`config.mk`:
```
export PLATFORM = sky130hd
export DESIGN_NAME = ram512_burst_ctrl
export DESIGN_NICKNAME = d
export VERILOG_FILES = /design/src/rtl/ram512_burst_ctrl.sv
export SDC_FILE = /design/constraint.sdc
export NUM_CORES = 1
export LEC_CHECK = 0
export ABC_CLOCK_PERIOD_IN_PS = 6550
export BUFFER_PORTS_ARGS = -buffer_cell sky130_fd_sc_hd__buf_4
export CAP_MARGIN = 20
export CORE_ASPECT_RATIO = 1.75
export CORE_MARGIN = 2
export CORE_UTILIZATION = 50
export CTS_BUF_LIST = sky130_fd_sc_hd__clkbuf_2
export CTS_CLUSTER_DIAMETER = 120
export CTS_CLUSTER_SIZE = 12
export DETAILED_ROUTE_END_ITERATION = 10
export PLACE_DENSITY_LB_ADDON = 0.05
export SLEW_MARGIN = 40
export SYNTH_ARGS = -nofsm -noshare
export SYNTH_HDL_FRONTEND = slang
export SYNTH_SLANG_ARGS = --single-unit
```
`constraint.sdc`:
```
create_clock -name clk -period 6.55 [get_ports clk]
set_clock_uncertainty 0.15 [all_clocks]
set_input_delay 0.655 -clock clk [delete_from_list [all_inputs] [get_ports clk]]
set_output_delay 0.655 -clock clk [all_outputs]
set_load 0.05 [all_outputs]
```
`src/rtl/ram512_burst_ctrl.sv`:
```
// Burst access controller in front of a 512-word RAM with a combinational read.
// Write bursts stream beats straight into the RAM; read bursts go through a registered, back-pressured output.
module ram512_burst_ctrl #(
   parameter int DW = 16,
   parameter int AW = 9
) (
   input  logic          clk,
   input  logic          reset,
   input  logic          cmd_valid,
   output logic          cmd_ready,
   input  logic          cmd_write,
   input  logic [AW-1:0] cmd_addr,
   input  logic [AW-1:0] cmd_len,
   input  logic          wr_valid,
   output logic          wr_ready,
   input  logic [DW-1:0] wr_data,
   output logic          rd_valid,
   input  logic          rd_ready,
   output logic [DW-1:0] rd_data,
   output logic [AW-1:0] ram_addr,
   output logic [DW-1:0] ram_in,
   output logic          ram_ld,
   input  logic [DW-1:0] ram_out,
   output logic          busy,
   output logic          done
);

   localparam logic [1:0] IDLE  = 2'd0;
   localparam logic [1:0] WRITE = 2'd1;
   localparam logic [1:0] READ  = 2'd2;
   localparam logic [1:0] DRAIN = 2'd3;

   logic [1:0]    state;
   logic [AW-1:0] cur_addr;
   logic [AW-1:0] remaining;
   logic          wr_beat;
   logic          rd_load;
   logic          rd_take;

   assign cmd_ready = (state == IDLE);
   assign wr_ready  = (state == WRITE);
   assign busy      = (state != IDLE);
   assign ram_addr  = cur_addr;
   assign ram_in    = wr_data;

   // Reset gates the write strobe so a burst aborted by reset commits nothing at that edge.
   assign wr_beat = (state == WRITE) && wr_valid;
   assign ram_ld  = wr_beat && !reset;

   assign rd_take = rd_valid && rd_ready;
   assign rd_load = (state == READ) && (!rd_valid || rd_ready);

   always_ff @(posedge clk) begin
      if (reset) begin
         state     <= IDLE;
         cur_addr  <= '0;
         remaining <= '0;
         rd_valid  <= 1'b0;
         rd_data   <= '0;
         done      <= 1'b0;
      end else begin
         done <= 1'b0;
         case (state)
            IDLE: begin
               if (cmd_valid) begin
                  cur_addr  <= cmd_addr;
                  remaining <= cmd_len;
                  state     <= cmd_write ? WRITE : READ;
               end
            end
            WRITE: begin
               if (wr_beat) begin
                  cur_addr <= cur_addr + 1'b1;
                  if (remaining == '0) begin
                     state <= IDLE;
                     done  <= 1'b1;
                  end else begin
                     remaining <= remaining - 1'b1;
                  end
               end
            end
            READ: begin
               // A fetch either fills an empty register or replaces the word being taken this cycle.
               if (rd_load) begin
                  rd_data  <= ram_out;
                  rd_valid <= 1'b1;
                  cur_addr <= cur_addr + 1'b1;
                  if (remaining == '0) begin
                     state <= DRAIN;
                  end else begin
                     remaining <= remaining - 1'b1;
                  end
               end
            end
            DRAIN: begin
               if (rd_take) begin
                  rd_valid <= 1'b0;
                  state    <= IDLE;
                  done     <= 1'b1;
               end
            end
            default: state <= IDLE;
         endcase
      end
   end

endmodule
```
==> results of run 1 <==
[final timing paths]
kind	from	to	slack, ns	cells after the start
min	ram_out[4]	rd_data[4]	0.34	3
min reg2reg	remaining[7]	remaining[7]	0.35	2
max	state[1]	ram_addr[8]	3.99	6
max reg2reg	state[1]	ram_addr[8]	3.99	6
[registers in the layout (all words and copies together) (netlist names)]
register,count
state,2
done,1
remaining,9
rd_data,16
rd_valid,1
ram_addr,9
[cell type report]
| class | instances | area [sq um] |
|---|---|---|
| multi-input cells | 180 | 1142 |
| fillers | 388 | 1456 |
| clock buffers | 5 | 25.02 |
| inverters | 8 | 30.03 |
| clock inverters | 3 | 63.81 |
| well taps | 49 | 61.31 |
| repair buffers | 71 | 533.0 |
| flip-flops and latches | 38 | 760.7 |
[power breakdown]
group          switching (W)  total, W  internal (W)
logic               0.000543  0.000865      0.000322
clock network      0.0000778  0.000180      0.000102
registers          0.0000652  0.000367      0.000301
[cell usage after synthesis, drive strengths merged (2+ instances only)]
| cell type | number | area share |
|---|---|---|
| a211oi | 4 | 0.014 |
| o21ai | 16 | 0.040 |
| a21o | 4 | 0.018 |
| nand2 | 23 | 0.041 |
| ha | 7 | 0.042 |
| buf | 21 | 0.071 |
| mux2i | 17 | 0.081 |
| nor2b | 10 | 0.030 |
| o32ai | 2 | 0.016 |
| nor4 | 2 | 0.0060 |
| a211o | 3 | 0.013 |
| nand2b | 4 | 0.012 |
| nor3 | 7 | 0.022 |
| or2 | 2 | 0.0060 |
| and3 | 2 | 0.0060 |
| inv | 8 | 0.014 |
| nor2 | 35 | 0.063 |
| dfxtp | 38 | 0.36 |
| o21a | 2 | 0.0072 |
| clkbuf | 8 | 0.014 |
| a21oi | 20 | 0.048 |
| nand3 | 6 | 0.014 |
[layer usage]
layer | wire (um) | part of all wire | GRT usage | up-vias
met3 | 318 | 0.069 | 0.05298 | 9
met5 | 0 | 0 | 0 | -
met4 | 105 | 0.023 | 0.08625 | 0
li1 | - | - | - | 959
met2 | 2447 | 0.53 | 0.3727 | 67
met1 | 1737 | 0.38 | 0.1959 | 911
[per-stage QoR]
step	area, sq um	hold slack [ns]	power, W	std cells	util
2_1_floorplan	2092	0.3032	0.001070	255	-
4_1_cts	2614	0.3165	0.001423	354	0.6418
6_report	2616	0.3369	0.001412	354	0.6424
3_3_place_gp	2517	0.3144	0.001226	346	0.6181
5_1_grt	2616	0.2948	0.001515	354	0.6424
3_5_place_dp	2525	0.3330	0.001243	346	0.6200
[worst reg2reg max path, stage by stage, from the launching register on]
cell and delay [ns]:
dfxtp_1 0.41, inv_1 0.09, ha_2 0.65, inv_1 0.44, o41a_1 0.50, nand2b_1 0.14
a21oi_1 0.13
[kinds of logic after synthesis]
| family | Yosys count | synth area share |
|---|---|---|
| fa+ha+maj | 7 | 0.04186 |
| flops | 38 | 0.3636 |
| compound gates | 59 | 0.1878 |
| buf+inv | 37 | 0.09988 |
| xor+xnor | 1 | 0.004187 |
| mux | 17 | 0.08134 |
| simple gates | 96 | 0.2213 |
==> impl_metrics.csv, run 1 <==
group,metric,value,unit
yosys,avgSynthCellArea,8.204,sq um
route,wl_per_cell,13.02,um
cts,cts_root_buffer,"clkbuf_2",
critical_path,max_stage_delay,0.64,ns
layout,num-nets-final,367,
grt,grt-ovfl-total,0,
cts,cts.path.max_buffers,2,
sta,relSlewSlack,0.5536,
run,drv_cap,0,
yosys,syn_inst,255,
layout,syn_to_final_growth,25.06,%
sta,fin_ws,3.987,ns
cts,clock_latency,0.39,ns
route,drt-vias-per-instance,5.497,
die,die_area,4738,sq um
grt,grt_max_degree,42,
cts,cts.reportedPaths.clkPinSlew,0.20,ns
cts,cts_sinks,38,
critical_path,crit_buf_inv,2,
critical_path,crit_fanout,27,
grt,track_usage,0.1978,
cts,htree_levels,2,
power,leakagePower,1.250,nW
critical_path,crit_type,"reg -> reg",
layout,final_layout_size_suffix_gt1_frac,0.2852,
route,antenna_left,0,
cts,post_cts_buffers,0,
die,initial_core_util,0.5137,
yosys,synth_ff_type,"dfxtp_1",
min_path,hold_path_class,"in -> reg",
yosys,synth_edf_count,0,
sta,worst_pin_slew,0.6671,ns
cts,cts_resized,0,
grt,grt_pass1_vias,1681,
grt,antenna_found_initial,0,
sta,grt_setup_unrepaired,"no",
critical_path,path_common_cell,"inv_1",
route,drtPass1Iterations,4,
yosys,ys_warn_count,0,
grt,grt_pass1_wl,7086,um
sta,fmax,0.3901,GHz
cts,cts_inserted_buffers,5,
sta,fin_crit_sh,0.3913,
sta,setup_viol,0,
die,fp.dieW,52.90,um
route,drt_iter0_drc,21,
layout,final_common_cell,"buf_4",
critical_path,start_kind,"register",
critical_path,critPathSlowestCell,"ha_2",
route,wirelength,4608,um
die,rows,31,
die,core_area,4073,sq um
critical_path,critPathArrivalTime,2.74,ns
sta,min_period,2.563,ns
layout,n_antenna_cell,0,
critical_path,crit_required,6.72,ns
cts,cts_tree,"built",
yosys,syn_nets,318,
yosys,syn-cell-area,2092,sq um
placement,numPortBuffers,70,
yosys,ys_ff_latch,38,
sta,final_max_slew_viol_count,0,
placement,preCtsSetupSlack,3.704,ns
layout,mostFrequentLayoutCells,"71 x buf_4, 38 x dfxtp_1, 35 x nor2_1, 23 x nand2_1, 20 x a21oi_1",
sta,tns,0,ns
placement,gp_congestion,0.7465,
power,p_per_area,539.5,nW/um^2
die,num_io_pins,103,
critical_path,path_delay_family,"adder cells",
route,drcViolationCount,0,
critical_path,end_kind,"register",
route,vias,1946,
yosys,yosysSeqAreaShare,0.3636,
run_status,status,"completed",
critical_path,cp_cell_sequence,"inv_1 > ha_2 > inv_1 > o41a_1 > nand2b_1 > a21oi_1",
die,die_h,89.57,um
placement,dp_hpwl,3456,um
sta,hold_viol,0,
cts,ctsHoldBuffers,0,
yosys,synth.distinct_cells,43,
yosys,async_reset_ff_frac,0,
power,ir_worst_vdd,0.2955,mV
No activity file was read; power rests on OpenSTA's default activity.
==> run 2: changes to the inputs <==
--- a/config.mk
+++ b/config.mk
@@ -5,12 +5,12 @@
 export SDC_FILE = /design/constraint.sdc
 export NUM_CORES = 1
 export LEC_CHECK = 0
-export ABC_CLOCK_PERIOD_IN_PS = 6550
+export ABC_CLOCK_PERIOD_IN_PS = 2300
 export BUFFER_PORTS_ARGS = -buffer_cell sky130_fd_sc_hd__buf_4
 export CAP_MARGIN = 20
 export CORE_ASPECT_RATIO = 1.75
 export CORE_MARGIN = 2
-export CORE_UTILIZATION = 50
+export CORE_UTILIZATION = 43
 export CTS_BUF_LIST = sky130_fd_sc_hd__clkbuf_2
 export CTS_CLUSTER_DIAMETER = 120
 export CTS_CLUSTER_SIZE = 12
==> constraint.sdc (replaced) <==
create_clock -name clk -period 2.3 [get_ports clk]
set_clock_uncertainty 0.15 [all_clocks]
set_input_delay 0.23 -clock clk [delete_from_list [all_inputs] [get_ports clk]]
set_output_delay 0.23 -clock clk [all_outputs]
set_load 0.05 [all_outputs]
==> impl_metrics.csv, run 2 (synthesis results as in run 1) <==
group,metric,value,unit
die,initial_core_util,0.4484,
layout,top_register,"rd_data",
route,wirelength,5458,um
die,rows,33,
die,core_area,4666,sq um
cts,clock_latency,0.40,ns
sta,relSlewSlack,0.5520,
route,drt-vias-per-instance,5.238,
route,antenna_left,0,
min_path,whs_path_depth,5,
sta,min_period,2.179,ns
cts,cts.reportedPaths.clkPinSlew,0.22,ns
layout,num-nets-final,401,
placement,numPortBuffers,70,
grt,track_usage,0.2016,
critical_path,r2r_slack,0.12,ns
min_path,hp-start,"cmd_len[7]",
grt,grt_pass1_wl,8749,um
route,vias,2048,
run_status,status,"completed",
die,num_io_pins,103,
power,p_per_area,1475,nW/um^2
sta,fin_crit_sh,0.9473,
sta,fin_ws,0.1212,ns
cts,cts.path.max_buffers,2,
grt,grt_pass1_vias,1984,
critical_path,crit_fanout,7,
sta,grt_setup_unrepaired,"no",
placement,gp_congestion,0.7575,
route,drtPass1Iterations,5,
placement,dp_hpwl,3794,um
sta,fmax,0.4590,GHz
critical_path,start_kind,"register",
sta,tns,0,ns
layout,largest_register_ff_count,16,
cts,cts_inserted_buffers,5,
power,ir_worst_vdd,1.032,mV
min_path,hold_path_class,"in -> reg",
layout,final_common_cell,"buf_4",
sta,worst_pin_slew,0.6695,ns
die,die_h,96.27,um
cts,cts_root_buffer,"clkbuf_2",
cts,cts_tree,"built",
route,drcViolationCount,0,
critical_path,end_kind,"register",
route,drt_iter0_drc,51,
grt,antenna_found_initial,0,
cts,htree_levels,2,
route,wl_per_cell,13.96,um
run,drv_cap,0,
grt,grt_max_degree,28,
sta,setup_viol,0,
grt,grt-ovfl-total,0,
layout,post-route-util,0.6374,
critical_path,crit_type,"reg -> reg",
sta,final_max_slew_viol_count,0,
cts,cts_sinks,38,
min_path,hold_end,"remaining[7]",
critical_path,r2r_cells,7,
layout,n_antenna_cell,0,
layout,final_layout_size_suffix_gt1_frac,0.3156,
die,fp.dieW,56.73,um
layout,syn_to_final_growth,42.16,%
die,die_area,5461,sq um
critical_path,critPathArrivalTime,2.38,ns
critical_path,reg2reg_from,"state[0]",
placement,preCtsSetupSlack,0.03958,ns
sta,hold_viol,0,
power,leakagePower,1.408,nW
critical_path,rr_endpoint,"remaining[1]",
layout,mostFrequentLayoutCells,"82 x buf_4, 36 x dfxtp_1, 35 x nor2_1, 23 x nand2_1, 22 x dlygate4sd3_1",
critical_path,crit_required,2.50,ns
==> run 2: timing repair <==
action,in CTS,in global routing
buffers inserted,0,3
hold buffers,22,0
pin swaps,0,1
hold endpoints to repair,22,0
endpoints found under the setup margin,1,4
gates resized for setup,1,4
cloned,0,1
==> run 2: layout make-up <==
| class | instances | area [sq um] |
|---|---|---|
| repair buffers | 104 | 835.8 |
| multi-input cells | 181 | 1181 |
| fillers | 421 | 1692 |
| clock buffers | 5 | 25.02 |
| inverters | 8 | 30.03 |
| flip-flops and latches | 38 | 768.2 |
| clock inverters | 3 | 68.82 |
| well taps | 52 | 65.06 |
==> run 2: worst max-delay path: stages (launching register included) <==
cell and delay (ns):
dfxtp_4 0.42, inv_2 0.06, ha_4 0.16, nor2b_1 0.15
or4_4 0.55, a21o_4 0.24, a211o_1 0.28, a21oi_2 0.12
==> run 2: worst max path at each step <==
stage	startpoint	to	slack [ns]	depth (start not counted)
after detailed placement	state[1]	remaining[1]	0.04	7
after global placement	state[1]	remaining[1]	0.08	7
after floorplan	state[1]	remaining[5]	0.01	9
after global routing	state[0]	ram_addr[0]	0.0006	8
after CTS	state[0]	remaining[1]	0.03	7
final	state[0]	remaining[1]	0.12	7
==> run 2: routing by layer <==
layer	wire, um	GRT usage
met1	2063	0.2075
met2	3019	0.3973
met3	286	0.03226
met4	89	0.07540
met5	0	0
==> run 2: power by group <==
group	total [W]	internal, W	switching, W
sequential	0.00105	0.000867	0.000185
clock	0.000540	0.000295	0.000246
combinational	0.00279	0.00113	0.00166
total	0.00439	0.00229	0.00209
==> run 2: per-stage QoR <==
stage | total power (W) | hold slack, ns | area [sq um] | cells
2_1_floorplan | 0.003101 | 0.2239 | 2118 | 255
3_3_place_gp | 0.003701 | 0.3103 | 2608 | 357
3_5_place_dp | 0.003721 | 0.3103 | 2615 | 357
4_1_cts | 0.004304 | 0.007082 | 2930 | 387
5_1_grt | 0.004713 | 0.01349 | 2974 | 391
6_report | 0.004386 | 0.02410 | 2974 | 391
